## src/rtl/vme_mem_master.sv

```systemverilog
// Single-outstanding command master for the VME memory strobe bus.
// Issues one strobe per command and returns data or a timeout error.
module vme_mem_master #(
  parameter int ADDR_WIDTH = 8,
  parameter int TIMEOUT    = 255
) (
  input  logic                  clk,
  input  logic                  rst_n,
  input  logic                  cmd_valid,
  output logic                  cmd_ready,
  input  logic                  cmd_we,
  input  logic [ADDR_WIDTH-1:0] cmd_addr,
  input  logic [31:0]           cmd_wdata,
  output logic                  rsp_valid,
  input  logic                  rsp_ready,
  output logic [31:0]           rsp_rdata,
  output logic                  rsp_err,
  output logic [ADDR_WIDTH-1:0] VMEAddr,
  output logic [31:0]           VMEWrData,
  output logic                  VMERdMem,
  output logic                  VMEWrMem,
  input  logic [31:0]           VMERdData,
  input  logic                  VMERdDone,
  input  logic                  VMEWrDone,
  output logic                  busy
);

  localparam int CW = $clog2(TIMEOUT + 1);
  localparam logic [CW-1:0] TMAX = CW'(TIMEOUT);

  typedef enum logic [1:0] {
    IDLE,
    ISSUE,
    WAIT,
    RESP
  } state_t;

  state_t        state;
  logic          we_q;
  logic [CW-1:0] cnt;
  logic          done_hit;

  assign done_hit  = we_q ? VMEWrDone : VMERdDone;
  assign cmd_ready = (state == IDLE);
  assign busy      = (state != IDLE);
  assign rsp_valid = (state == RESP);

  always_ff @(posedge clk) begin
    if (!rst_n) begin
      state     <= IDLE;
      we_q      <= 1'b0;
      cnt       <= '0;
      VMEAddr   <= '0;
      VMEWrData <= '0;
      VMERdMem  <= 1'b0;
      VMEWrMem  <= 1'b0;
      rsp_rdata <= '0;
      rsp_err   <= 1'b0;
    end else begin
      VMERdMem <= 1'b0;
      VMEWrMem <= 1'b0;
      unique case (state)
        IDLE: begin
          if (cmd_valid) begin
            we_q      <= cmd_we;
            VMEAddr   <= cmd_addr;
            VMEWrData <= cmd_we ? cmd_wdata : 32'h0;
            VMERdMem  <= ~cmd_we;
            VMEWrMem  <= cmd_we;
            cnt       <= '0;
            state     <= ISSUE;
          end
        end
        ISSUE, WAIT: begin
          // a done on the final timeout cycle still counts as success
          if (done_hit) begin
            rsp_rdata <= we_q ? 32'h0 : VMERdData;
            rsp_err   <= 1'b0;
            VMEAddr   <= '0;
            VMEWrData <= '0;
            state     <= RESP;
          end else if (state == WAIT && cnt == TMAX) begin
            rsp_rdata <= 32'h0;
            rsp_err   <= 1'b1;
            VMEAddr   <= '0;
            VMEWrData <= '0;
            state     <= RESP;
          end else begin
            cnt   <= cnt + CW'(1);
            state <= WAIT;
          end
        end
        RESP: begin
          if (rsp_ready) begin
            rsp_rdata <= 32'h0;
            rsp_err   <= 1'b0;
            state     <= IDLE;
          end
        end
        default: state <= IDLE;
      endcase
    end
  end

endmodule

```

## config.mk

```make
export PLATFORM = sky130hd
export DESIGN_NAME = vme_mem_master
export DESIGN_NICKNAME = d
export VERILOG_FILES = /design/src/rtl/vme_mem_master.sv
export SDC_FILE = /design/constraint.sdc
export NUM_CORES = 1
export LEC_CHECK = 0
export CORE_MARGIN = 2
export CORE_UTILIZATION = 40
export DETAILED_ROUTE_END_ITERATION = 7
export GPL_TIMING_DRIVEN = 0
export PLACE_DENSITY_LB_ADDON = 0.05
export SETUP_SLACK_MARGIN = 0.2
export SYNTH_ARGS = -nofsm -noshare
export SYNTH_HDL_FRONTEND = slang
export SYNTH_SLANG_ARGS = --single-unit
```

## constraint.sdc

```tcl
create_clock -name clk -period 5.1 [get_ports clk]
set_input_delay 0.51 -clock clk [delete_from_list [all_inputs] [get_ports clk]]
set_output_delay 0.51 -clock clk [all_outputs]
set_load 0.01 [all_outputs]
```

==> results of run 1 <==
==> where the power goes <==
group          internal (mW)  switching, mW  total [mW]
registers              0.787         0.0657       0.852
logic                  0.392          0.377       0.769
clock network          0.258          0.253       0.511
==> routing by layer <==
metal  vias up  global-route usage
li1       1405                   -
met1      1357               0.255
met2       108               0.340
met3        11              0.0707
met4         0              0.0833
met5         -                   0
==> cell usage in the layout, fill, tap and decap left out, types with 2 or more instances in the layout <==
| cell | instances |
|---|---|
| sky130_fd_sc_hd__dfxtp_1 | 86 |
| sky130_fd_sc_hd__o211ai_1 | 3 |
| sky130_fd_sc_hd__clkbuf_8 | 13 |
| sky130_fd_sc_hd__inv_1 | 7 |
| sky130_fd_sc_hd__or4_1 | 4 |
| sky130_fd_sc_hd__mux2i_1 | 2 |
| sky130_fd_sc_hd__clkdlybuf4s50_1 | 156 |
| sky130_fd_sc_hd__o21ai_0 | 9 |
| sky130_fd_sc_hd__nand2_1 | 20 |
| sky130_fd_sc_hd__nor3_1 | 3 |
| sky130_fd_sc_hd__a22o_1 | 64 |
| sky130_fd_sc_hd__nand4_1 | 4 |
| sky130_fd_sc_hd__nand3b_1 | 3 |
| sky130_fd_sc_hd__nor2_1 | 3 |
| sky130_fd_sc_hd__nand3_1 | 10 |
| sky130_fd_sc_hd__or3_1 | 3 |
| sky130_fd_sc_hd__a31oi_1 | 5 |
| sky130_fd_sc_hd__buf_2 | 6 |
| sky130_fd_sc_hd__ha_1 | 5 |
| sky130_fd_sc_hd__clkbuf_1 | 10 |
| sky130_fd_sc_hd__a21oi_1 | 12 |
| sky130_fd_sc_hd__inv_6 | 2 |
==> final timing paths <==
| path | start | end | slack (ps) | cells after the start |
|---|---|---|---|---|
| min reg2reg | VMEWrData[11]$_SDFFE_PN0P_ | VMEWrData[11]$_SDFFE_PN0P_ | 480 | 1 |
| max | state[1]$_SDFFE_PN0P_ | VMEAddr[5]$_SDFFE_PN0P_ | 2710 | 7 |
| min | VMEWrData[11]$_SDFFE_PN0P_ | VMEWrData[11]$_SDFFE_PN0P_ | 480 | 1 |
| max reg2reg | state[1]$_SDFFE_PN0P_ | VMEAddr[5]$_SDFFE_PN0P_ | 2710 | 7 |
==> cells by family (layout without fill, tap and decap cells) <==
group,count (synthesis),count (layout)
compound gates,104,104
fa+ha+maj,5,5
buf+inv,26,198
flops,86,86
mux,3,3
simple gates,57,57
==> area by class of cell <==
cell class	instances	area [µm²]
fill	568	2360
sequential	86	1720
timing repair buffer	156	1560
multi-input combinational	169	1220
clock buffer	11	151
tap	99	124
buffer	19	106
clock inverter	5	63.8
inverter	7	26.3
==> flip-flops by register name (all words and copies together), names as in the netlist <==
register,flops
VMERdMem,1
cnt,8
rsp_rdata,32
VMEAddr,8
rsp_err,1
VMEWrMem,1
state,2
we_q,1
VMEWrData,32
==> critical path, delay by kind of cell (launching register included) <==
family,cells,cell delay (ps)
AOI/OAI and AO/OA,3,790
buffers and inverters,3,750
adders and majority gates,1,400
DFF,1,390
==> results.txt, run 1 <==
----------------------------------------------------
[Critical path]
  CP max-delay cell ... sky130_fd_sc_hd__o21ai_0
  Kind of capture point of the worst setup path ... register
  WP data required ... 5380 ps
  Sequence of cells on the critical path ... inv_1, ha_1, o21ai_0, clkbuf_1, clkbuf_8, o21ai_0, a21oi_1
  Kind of start point of the critical path ... register
  Startpoint-to-endpoint class of the critical path ... register to register
  Largest fanout on the critical path ... 10
  Most Frequent Cell on Critical Path ... sky130_fd_sc_hd__o21ai_0
  Slowest stage delay, CP ... 550 ps
  Arrival time of data at the critical path endpoint ... 2680 ps

[Clock tree]
  Clock tree root buffer cell ... sky130_fd_sc_hd__clkbuf_8
  H-tree depth ... 3
  Clock tree from TritonCTS ... built
  Setup Buffers After CTS ... 0
  Hold bufs inserted after CTS ... 0
  Number of instances resized during post-cts repair ... 0
  Num CTS Buffers ... 9
  Clock transition at the registers of the reported paths ... 90 ps
  Clk sink count ... 86
  Worst-skew pair later-pin latency ... 360 ps
  Max Buffers Root-to-Sink ... 2

[Global routing]
  Vias in the first global route ... 2887
  First-pass GRT wire length ... 14.0 mm
  Total global routing overflow ... 0
  Global Route Usage Sum ... 0.209
  Largest net degree at the start of global routing ... 16
  Antenna violations before repair ... 0

[Die]
  Placement row count ... 31
  Count of pins on the block boundary ... roughly 160
  Starting density of the core ... 0.419
  Width of the die ... 91.6 µm
  Die Area ... 8390 µm²
  Std-Cell Core Area ... roughly 7300 µm²
  Die height ... 91.6 µm

[Synth]
  Synthesized cell area ... 3070 µm²
  Most area-hungry cell type in the Yosys netlist ... sky130_fd_sc_hd__dfxtp_1
  Post-synth EDFFs ... 0
  Most numerous cell types in the synthesized netlist ... sky130_fd_sc_hd__dfxtp_1 (86), sky130_fd_sc_hd__a22o_1 (64), sky130_fd_sc_hd__nand2_1 (20), sky130_fd_sc_hd__a21oi_1 (12)
  Async set or reset register ratio after synthesis ... 0
  Total nets after synthesis ... 365
  Synth Area in Adders ... 0.0204
  Mux share of post-synthesis cell area ... 0.0114
  Top cells by area in the synthesized netlist ... sky130_fd_sc_hd__dfxtp_1 (56%), sky130_fd_sc_hd__a22o_1 (18%), sky130_fd_sc_hd__nand2_1 (2.4%)
  Dominant combinational cell family by area after synthesis ... compound AO/OA/AOI/OAI gates
  Post-synthesis average cell area ... 10.9 µm²
  Simple logic cell fraction of the synthesized area ... 0.100
  Cell with the most instances after synthesis ... sky130_fd_sc_hd__dfxtp_1
  Compound-gate portion of the synthesized area ... 0.264
  Cells after synthesis ... about 280
  Number of synthesized register bits ... 86
  Yosys warning total ... 0
  Share of the synthesized netlist area taken by xor and xnor gates ... 0
  Unique cell type count in the Yosys netlist ... 40
  Fraction of synthesized cell area taken by the top area cell type ... 0.561
  Synth Flop Type ... sky130_fd_sc_hd__dfxtp_1
  Sequential element share of the synthesized area ... 0.561

[Drt]
  WL final ... roughly 8.7 mm
  Count of nets left with antenna violations after detail routing ... 0
  Iteration count of the initial detailed-routing pass ... 4
  Wire length on met2 ... 4.11 mm
  Iter 0 DRT Violations ... 94
  Drt drc ... 0
  Post-DR vias/cell ... 5.22
  Top layer used by detailed routing ... met4
  Count of vias placed by the detailed router ... 2881
  Wl on met1 ... 3.73 mm
  Drt wl/cell ... 15.8 µm
  Detailed-routed wire length on met3 ... 783 µm

[Timing]
  Final-report hold violation count ... 0
  Max transition margin ... 0.566
  Final period util ... 0.469
  Worst path setup slack after routing ... 2710 ps
  Final setup fails ... 0
  Top achievable clock speed ... 0.418 GHz
  Minimum period implied by the final worst setup slack ... 2390 ps
  Clk_skew ... 12.5 ps
  Final hold slack ... 480 ps
  Setup repair after global routing missed its margin ... no
  Setup TNS Final ... 0 ps
  Transition time of the tightest slew-check pin ... between 600 and 700 ps
  Total count of max-transition violations in the final report ... 0

[Finish]
  Final instance area ... 4970 µm²
  Post-route non-filler standard cell count ... 552
  Net count reported at finish ... about 530
  Final core utilization ... 0.678
  Area Overhead vs Synth ... 61.9%
  Fraction of final layout cells sized beyond drive strength 1 ... 0.0684
  Antenna diode instance count ... 0

[Placed design]
  Placer congestion estimate ... between 0.8 and 0.9
  Post-placement cell area ... 4760 µm²
  Number of I/O port buffers ... 156
  Post-DP HPWL ... 6.41 mm
  Place WS ... 2410 ps
  Placed cell count ... 536

[Pwr]
  Total power ... 2.13 mW
  PwrDens ... 429 nW/µm²
  Leakage power ... 1.84 nW
  Largest vdd supply drop ... between 0.15 and 0.2 mV

[Hold path]
  Path type of the worst min-delay path ... register to register

[Status]
  Outcome ... completed

[Job]
  Max_cap viols ... 0

----------------------------------------------------
(Power assumes the default switching activity.)
==> run 2, diff against run 1 <==
- CORE_UTILIZATION: 40 -> 39
- clock period: 5.1 -> 2.31 ns (I/O delays scaled with it)
==> run 2 against run 1 <==
Via count stayed put. Design area is 0.81% higher. Critical path type unchanged. Combinational power is 130% higher. Sequential power is 120% higher. Sequential share of layout area is 0.28 points lower. Sequential cell count stayed put. Clock power is 96% higher. Largest cell class unchanged.
==> results.txt, run 2 (synthesized netlist as in run 1, its figures left out) <==
----------------------------------------------------
[Pwr]
  Switching share of total power ... 0.331 (+0.00452)
  Part of the total power dissipated in sequential elements ... 0.404 (+0.004)
  Int Power ... 3.12 mW (+120%)
  Total power ... 4.66 mW (+120%)
  PwrDens ... 930 nW/µm² (+120%)
  Combinational share of power ... 0.381 (+0.020)
  Clock network fraction of total power ... 0.215 (-0.025)
  Leakage power ... 1.84 nW (about the same)
  Net switching component of the power ... 1.54 mW (+120%)
  Largest vdd supply drop ... 0.406 mV (+100%)

[Die]
  Std-Cell Core Area ... 7690 µm² (+4.9%)
  Die height ... 92.7 µm (+1.2%)
  Die Area ... 8600 µm² (+2.4%)
  Starting density of the core ... 0.399 (-0.0194)
  Placement row count ... 32 (+3.2%)
  Width of the die ... 92.7 µm (+1.2%)
  Count of pins on the block boundary ... 157 (unchanged)

[Timing]
  Transition time of the tightest slew-check pin ... 556 ps (-90.6 ps)
  Final period util ... 0.903 (+0.434)
  Setup repair after global routing missed its margin ... yes
  Final-report hold violation count ... 0 (unchanged)
  Clk_skew ... 9.26 ps (-3.20 ps)
  Setup TNS Final ... 0 ps (unchanged)
  Worst path setup slack after routing ... 223 ps (-2480 ps)
  Max transition margin ... 0.628 (+0.0624)
  Final setup fails ... 0 (unchanged)
  Top achievable clock speed ... 0.479 GHz (+15%)
  Minimum period implied by the final worst setup slack ... 2090 ps (-307 ps)
  Total count of max-transition violations in the final report ... 0 (unchanged)

[Critical path]
  Largest fanout on the critical path ... 4 (-6)
  Reg2Reg Setup Slack ... 220 ps (-2480 ps)
  Source of the worst register-to-register timing path ... state[0]$_SDFFE_PN0P_
  Startpoint-to-endpoint class of the critical path ... register to register
  Worst setup path startpoint ... state[0]$_SDFFE_PN0P_
  CP Capture Point ... cnt[7]$_SDFFE_PN0P_
  Number of cells on the worst reg-to-reg path ... 6 (-1)
  WP data required ... 2590 ps (-2790 ps)
  Arrival time of data at the critical path endpoint ... 2360 ps (-320 ps)
  Kind of capture point of the worst setup path ... register
  Capture point of the worst reg-to-reg path ... cnt[7]$_SDFFE_PN0P_
  Kind of start point of the critical path ... register

[Global routing]
  Largest net degree at the start of global routing ... 16 (unchanged)
  First-pass GRT wire length ... 13.9 mm (-0.98%)
  Total global routing overflow ... 0 (unchanged)
  Global Route Usage Sum ... 0.203 (-0.00679)
  Vias in the first global route ... 2839 (-1.7%)
  Antenna violations before repair ... 0 (unchanged)

[Clock tree]
  Hold bufs inserted after CTS ... 0 (unchanged)
  Num CTS Buffers ... 9 (unchanged)
  Max Buffers Root-to-Sink ... 2 (unchanged)
  H-tree depth ... 3 (unchanged)
  Clk sink count ... 86 (unchanged)
  Worst-skew pair later-pin latency ... 350 ps (about the same)
  Clock tree from TritonCTS ... built
  Clock tree root buffer cell ... sky130_fd_sc_hd__clkbuf_8
  Clock transition at the registers of the reported paths ... 90 ps (about the same)

[Finish]
  Area Overhead vs Synth ... 63.2%
  Net count reported at finish ... 533 (+0.19%)
  Fraction of final layout cells sized beyond drive strength 1 ... 0.0947 (+0.0263)
  Antenna diode instance count ... 0 (unchanged)
  Top library cells by usage in the layout, fill and taps aside ... sky130_fd_sc_hd__clkdlybuf4s50_1 (156), sky130_fd_sc_hd__dfxtp_1 (86), sky130_fd_sc_hd__a22o_1 (64), sky130_fd_sc_hd__nand2_1 (20), sky130_fd_sc_hd__clkbuf_8 (13)
  Largest registers in the final layout ... VMEWrData (32), rsp_rdata (32)
  Post-route non-filler standard cell count ... 556 (+0.72%)
  Most common library cell in the layout ignoring fill and taps ... sky130_fd_sc_hd__clkdlybuf4s50_1

[Drt]
  Drt wl/cell ... 15.6 µm (-1.3%)
  Iter 0 DRT Violations ... 107 (+14%)
  Post-DR vias/cell ... 5.18 (-0.72%)
  Count of nets left with antenna violations after detail routing ... 0 (unchanged)
  Drt drc ... 0 (unchanged)
  WL final ... 8.69 mm (-0.59%)
  Iteration count of the initial detailed-routing pass ... 4 (unchanged)
  Count of vias placed by the detailed router ... 2881 (unchanged)

[Placed design]
  Placer congestion estimate ... 0.760 (-15%)
  Placed cell count ... 539 (+0.56%)
  Number of I/O port buffers ... 156 (unchanged)
  Post-DP HPWL ... 6.28 mm (-2.0%)
  Place WS ... -80.4 ps (-2490 ps)

[Job]
  Max_cap viols ... 0 (unchanged)

[Hold path]
  Path type of the worst min-delay path ... primary input to register

[Status]
  Outcome ... completed

----------------------------------------------------
run 2: how the worst min path moves through the flow:
stage	slack [ps]	endpoint	start	cells after the start
floorplan	310	VMERdMem$_SDFF_PN0_	cmd_we	1
global placement	450	VMEWrData[5]$_SDFFE_PN0P_	VMEWrData[5]$_SDFFE_PN0P_	1
detailed placement	450	VMEWrData[4]$_SDFFE_PN0P_	VMEWrData[4]$_SDFFE_PN0P_	1
CTS	410	VMEAddr[0]$_SDFFE_PN0P_	cmd_addr[0]	3
global route	410	VMEAddr[7]$_SDFFE_PN0P_	cmd_addr[7]	3
finish	420	VMEAddr[0]$_SDFFE_PN0P_	cmd_addr[0]	3
run 2: routing by layer:
layer  share of wire  track usage  vias up
li1                -            -     1409
met1            0.44        0.263     1354
met2            0.47        0.318      107
met3           0.080       0.0635       11
met4           0.013       0.0723        0
met5               0            0        -
run 2: layout make-up:
cell class / instances / area, µm²
fill: 615 / 2680
clock buffer: 11 / 151
buffer: 19 / 126
sequential: 86 / 1720
tap: 102 / 128
clock inverter: 5 / 41.3
inverter: 7 / 26.3
multi-input combinational: 169 / 1250
timing repair buffer: 157 / 1570
run 2: power groups by stage:
| stage | Sequential, mW | Clock [mW] | Combinational (mW) |
|---|---|---|---|
| floorplan | 2.01 | 0 | 0.724 |
| global placement | 1.90 | 0 | 1.69 |
| detailed placement | 1.91 | 0 | 1.70 |
| CTS | 1.88 | 1.03 | 1.73 |
| global route | 1.91 | 1.10 | 1.92 |
| finish | 1.88 | 1.00 | 1.78 |
run 2: through the flow:
stage / util / cell area [µm²] / hold WS, ps
after global placement: 0.619 / 4760 / 454
after CTS: 0.646 / 4970 / 414
after global routing: 0.652 / 5010 / 412
after detailed placement: 0.619 / 4760 / 454
after floorplan: - / 3070 / 310
final: 0.652 / 5010 / 424
run 2: repair_timing:
item	CTS	global route
buffers inserted	0	1
setup endpoints to repair	78	77
gates resized for setup	7	13
gates cloned	0	0
run 2: critical path, stage by stage (launching register included):
cell and delay (ps):
sky130_fd_sc_hd__dfxtp_1 340, sky130_fd_sc_hd__inv_1 80, sky130_fd_sc_hd__ha_1 230, sky130_fd_sc_hd__and4_2 260, sky130_fd_sc_hd__or4_4 530, sky130_fd_sc_hd__or4_1 410
sky130_fd_sc_hd__a31oi_1 170
==> RTL edit 1, RTL diff (settings of run 1) <==
Set the parameter `ADDR_WIDTH` to 9 (it was 8).
--- a/src/rtl/vme_mem_master.sv
+++ b/src/rtl/vme_mem_master.sv
@@ -2,5 +2,5 @@
 // Issues one strobe per command and returns data or a timeout error.
 module vme_mem_master #(
-  parameter int ADDR_WIDTH = 8,
+  parameter int ADDR_WIDTH = 9,
   parameter int TIMEOUT    = 255
 ) (
Ports: changed (resized VMEAddr and cmd_addr); port bits go from 157 to 159. No check against the original RTL was run, so the function may have changed too.
==> RTL edit 1 against run 1 <==
Critical path depth stayed put. Total power is 0.43% lower. Synthesized cell count up 1.4%. Area after synthesis rose by 1.1%. Worst setup slack improved by 0.0039 ns. Critical endpoint is now VMEAddr[6]. Clock skew fell by 0.0011 ns. First-iteration DRC count fell by 4.3%. Sequential cell count grew 1. Die area increased by 1.1%. Largest cell class unchanged. Fmax grew 0.16%. Routed wire length is 1.7% lower. Cell area rose by 0.96%. Sequential power up 1%.
==> RTL edit 1: results (changes against run 1) <==
| Group | Metric | This run | Delta |
|---|---|---|---|
| layout | Fill cells | 627 | was 568 |
| placed design | Number of input and output port buffers inserted | 158 | was 156 |
| yosys | Number of nets produced by synthesis | 370 | was 365 |
| sta | Transition at the pin with the smallest max-transition slack | 0.6450 ns | was 0.6464 ns |
| detailed routing | Starting DRC count in detailed routing | 90 | was 94 |
| layout | Number of nets at the end of the flow | 539 | was 532 |
| yosys | Share of synthesized area spent on multiplexers | 0.01129 | was 0.01141 |
| layout | Largest registers | VMEWrData (32), rsp_rdata (32), VMEAddr (9) | was VMEWrData (32), rsp_rdata (32) |
| setup path | Worst R2R End | VMEAddr[6] | was VMEAddr[5] |
| layout | Combined flip-flop and latch cell area | 1742 sq um | was 1722 sq um |
| layout | Clock buffer count in the final layout | 10 | was 11 |
| layout | Seq cells | 87 | was 86 |
| placed design | Number of placed instances with taps included | 545 | was 536 |
| run status | Status | complete, no violations | unchanged |
| layout | Layout cells sized above 1 | 0.06754 | was 0.06843 |
| yosys | Post-Syn Area per Cell | 10.89 sq um | was 10.93 sq um |
| layout | Signal buffers | 177 | was 175 |
| layout | Fraction of the core area covered by cells at the end of the flow | 0.6597 | was 0.6781 |
| layout | Non-clock buffer share of cell area | 0.3363 | was 0.3355 |
| layout | Footprint of the multi-input gates | 1230 sq um | was 1216 sq um |
| layout | Multi-input gates | 172 | was 169 |
| global routing | Via count of the first global-routing pass | 2922 | was 2887 |
| worst hold path | Hold Crit Start | rsp_rdata[12] | was VMEWrData[11] |
| power and ir drop | Standby leakage power | 0.001851 uW | was 0.001841 uW |
| global routing | Gr usage total | 0.1996 | was 0.2093 |
| yosys | Share of synthesized cell area in full adder, half adder and majority cells | 0.02015 | was 0.02037 |
| yosys | Sequential-to-total area share from yosys stat | 0.5611 | was 0.5607 |
| setup path | Crit-path max cell delay | 0.52 ns | was 0.55 ns |
| setup path | Reg-to-reg setup timing slack | 2.71 ns | about the same |
| global routing | Global-route wire length before repair | 13700 um | was 14030 um |
| worst hold path | End of the worst hold path | rsp_rdata[12] | was VMEWrData[11] |
| placed design | Standard cell area after detailed placement | 4813 sq um | was 4756 sq um |
| detailed routing | Total routed wirelength | 8600 um | was 8745 um |
| setup path | Critical Path AT | 2.65 ns | was 2.68 ns |
| clocking | Insertion delay of the later-clocked pin in the worst-skew pair | 0.34 ns | was 0.36 ns |
-- RTL edit 1: changes by cell type after synthesis --
cell / change
nand2_1: +1
o21ai_0: +1
a21oi_1: +1
dfxtp_1: +1
-- RTL edit 1: layer usage --
metal	routed length, um	part of all wire	vias up	track usage
met5	0	0	-	0
li1	-	-	1419	-
met2	4157	0.48	105	0.3290
met1	3631	0.42	1383	0.2451
met3	730	0.085	6	0.06984
met4	81	0.0094	0	0.06219
-- RTL edit 1: worst reg2reg max path: stages, from the launching register on --
cell	delay, ns
dfxtp_1	0.39
inv_1	0.08
ha_1	0.39
o21ai_0	0.52
clkbuf_1	0.43
clkbuf_8	0.27
o21ai_0	0.08
a21oi_1	0.16
-- RTL edit 1: metrics by stage --
step	setup slack [ns]	hold WS (ns)
global placement	2.466	0.4548
CTS	2.681	0.4832
finish	2.710	0.4782
global route	2.498	0.4943
floorplan	3.144	0.4702
detailed placement	2.421	0.4557
-- RTL edit 1: worst max path at each step --
| stage | startpoint | to | slack, ns | depth (start not counted) |
|---|---|---|---|---|
| 6_report | state[1] | VMEAddr[6] | 2.71 | 7 |
| 5_1_grt | state[1] | cnt[2] | 2.50 | 7 |
| 4_1_cts | state[1] | VMEAddr[6] | 2.68 | 7 |
| 3_5_place_dp | rst_n | rsp_rdata[28] | 2.42 | 6 |
| 3_3_place_gp | rst_n | rsp_rdata[4] | 2.47 | 6 |
| 2_1_floorplan | state[0] | cnt[7] | 3.14 | 6 |
-- RTL edit 1: power by group through the flow --
stage	Sequential (uW)	Combinational (uW)	Clock, uW
after floorplan	922	333	0
after global placement	872	773	0
after detailed placement	875	780	0
after CTS	864	783	495
after global routing	880	837	526
final	864	777	483
==> RTL edit 2, RTL diff (settings of run 1) <==
Made on the original files. The 4 states of `state_t` get a Gray code encoding in 2 bits.
--- a/src/rtl/vme_mem_master.sv
+++ b/src/rtl/vme_mem_master.sv
@@ -30,8 +30,8 @@
 
   typedef enum logic [1:0] {
-    IDLE,
-    ISSUE,
-    WAIT,
-    RESP
+    IDLE  = 2'b00,
+    ISSUE = 2'b01,
+    WAIT  = 2'b11,
+    RESP  = 2'b10
   } state_t;
 
Behaviour: no difference found for any inputs over 10 cycles, from zero or initial values and one cycle with rst_n low; not proved beyond that.
==> RTL edit 2 against run 1 <==
Sequential share of layout area fell by 2.1 points. Cell count rose by 21%. Synthesized cell count rose by 40%. Via count rose by 15%. Area after synthesis rose by 11%. Sequential cell count did not move. Hold slack got worse by 0.020 ns. Routed wire length rose by 6.7%. Fmax rose by 2.0%. Cell area rose by 6.5%. Global-route usage fell by 1.3 points. Worst setup slack improved by 0.046 ns. Critical path type is now flop to output pin. Largest cell class unchanged. Highest routed layer unchanged.
Power is not compared: it rests on default switching activity, and its combinational part moved more than twofold at a synthesized area within 25%.
==> RTL edit 2: results (changes against run 1) <==
| Group | Metric | This run | Delta |
|---|---|---|---|
| run status | Status | complete, no violations | unchanged |
| global routing | Via count of the first global-routing pass | 3033 | was 2887 |
| global routing | Pin count of the biggest net entering global routing | 15 | was 16 |
| yosys | Ys flop type | dfxtp_1 | unchanged |
| global routing | Number of antenna violations at the first check in global routing | 0 | unchanged |
| yosys | Unique masters post-synth | 34 | was 40 |
| sta | Portion of the clock cycle consumed by the worst path in the final layout | 0.4603 | was 0.4694 |
| placed design | RD Place Congestion | 0.7693 | was 0.8907 |
| yosys | Fraction of post-synthesis cell area in the top cell type by area | 0.5063 | was 0.5607 |
| yosys | Share of synthesized cell area in full adder, half adder and majority cells | 0.003679 | was 0.02037 |
| detailed routing | Drt first pass iters | 4 | unchanged |
| clocking | Resized Gates After CTS | 0 | unchanged |
| yosys | Xor and xnor area share after synthesis | 0.002575 | was 0 |
| yosys | Top cells by instance count after synthesis | nand2_1 (101), dfxtp_1 (86), a21oi_1 (50), o21ai_1 (37), mux2i_1 (33) | was dfxtp_1 (86), a22o_1 (64), nand2_1 (20), a21oi_1 (12) |
| setup path | Highest-delay cell along the critical path | clkdlybuf4s50_1 | was o21ai_0 |
| power and ir drop | Standby leakage power | 0.001905 uW |  |
| detailed routing | Routed length per placed instance | 13.95 um | was 15.84 um |
| clocking | H-tree levels | 3 | unchanged |
| layout | Number of nets at the end of the flow | 639 | was 532 |
| global routing | Global-route wire length before repair | 14210 um | was 14030 um |
| detailed routing | Starting DRC count in detailed routing | 91 | was 94 |
| yosys | Cells taking the most area after synthesis | dfxtp_1 (51%), nand2_1 (11%), mux2i_1 (9.7%) | was dfxtp_1 (56%), a22o_1 (18%), nand2_1 (2.4%) |
| sta | Transition at the pin with the smallest max-transition slack | 0.6148 ns | was 0.6464 ns |
| yosys | Synth async-reset ratio | 0 | unchanged |
| yosys | Share of synthesized area spent on multiplexers | 0.09713 | was 0.01141 |
| clocking | Insertion delay of the later-clocked pin in the worst-skew pair | 0.35 ns |  |
| global routing | Gr usage total | 0.1964 | was 0.2093 |
| clocking | Number of setup buffers added after CTS | 0 | unchanged |
| placed design | Number of input and output port buffers inserted | 155 | was 156 |
| yosys | Compound-gate portion of the synthesized area | 0.1523 | was 0.2641 |
| detailed routing | Vias per inst | 4.937 | was 5.219 |
| worst hold path | Hold/Removal Path Class | flop to flop | unchanged |
| layout | Layout cells sized above 1 | 0.06028 | was 0.06843 |
| setup path | Critical Path AT | 1.84 ns | was 2.68 ns |
| yosys | Sequential-to-total area share from yosys stat | 0.5063 | was 0.5607 |
| placed design | Dpl hpwl | 6827 um | was 6407 um |
| yosys | Number of nets produced by synthesis | 473 | was 365 |
| sta | Worst clock skew on the final layout | 0.009203 ns | was 0.01246 ns |
| yosys | Yosys Warn Count | 0 | unchanged |
| setup path | Critical Path Fanout Max | 10 | unchanged |
| setup path | Crit-path max cell delay | 0.50 ns | was 0.55 ns |
RTL edit 2: cell count changes after synthesis, sizes merged, moves of 4 or more:
cell           run 1  this run
nand3             10         4
nand2             20       101
o21ai             10        44
a22o              64         0
a31oi              5         0
nor2               3        10
nand3b             3         9
clkbuf            12        17
mux2i              2        33
ha                 5         1
buf                7        12
a21oi             12        50
RTL edit 2: cell families (layout without fill, tap and decap cells):
logic type / Yosys count / in the layout
muxes: 33 / 33
xor gates and xnor gates: 1 / 1
and+or+nand+nor: 139 / 139
buffers and inverters: 33 / 204
AOI/OAI and AO/OA: 100 / 100
DFF: 86 / 86
adders and majority gates: 1 / 1
RTL edit 2: where the power goes:
part	leakage [uW]	switching, uW	internal (uW)
sequential	0.000699	15.1	701
clock	0.0000976	240	252
combinational	0.00111	127	155
RTL edit 2: final timing paths:
check | from | to | slack (ns) | cells past startpoint
setup / recovery | state[0] | rsp_valid | 2.75 | 4
hold / removal | VMEWrData[5] | VMEWrData[5] | 0.46 | 2
setup reg to reg | cnt[0] | VMEWrData[3] | 3.23 | 7
hold reg to reg | VMEWrData[5] | VMEWrData[5] | 0.46 | 2
RTL edit 2: layout make-up:
class                      instances  area [sq um]
clock inverter                     5         57.56
fill                             720          2924
inverter                           4         15.01
multi-input combinational        274          1509
tap                              105         131.4
clock buffer                      11         151.4
timing repair buffer             155          1551
sequential                        86          1722
buffer                            29         155.1
RTL edit 2: metrics by stage:
stage | cell area (sq um) | std cells | utilization | worst slack, ns | hold slack, ns
final | 5293 | 669 | 0.6441 | 2.753 | 0.4604
after global routing | 5293 | 669 | 0.6441 | 2.637 | 0.4776
after CTS | 5293 | 669 | 0.6441 | 2.717 | 0.4634
after detailed placement | 5084 | 653 | 0.6187 | 2.946 | 0.4498
after global placement | 5084 | 653 | 0.6187 | 2.986 | 0.4407
after floorplan | 3401 | 393 | - | 3.495 | 0.4522
RTL edit 2: worst max-delay path: cells and delay by family (launching register included):
family,cells,cell delay [ns]
buffers and inverters,3,1.07
DFF,1,0.34
and+or+nand+nor,1,0.09
RTL edit 2: routing by layer:
metal / vias up / share of wire / GRT usage
met5: - / 0 / 0
met4: 0 / 0.0099 / 0.06667
met3: 7 / 0.094 / 0.07518
met2: 93 / 0.47 / 0.3084
met1: 1534 / 0.43 / 0.2465
li1: 1669 / - / -
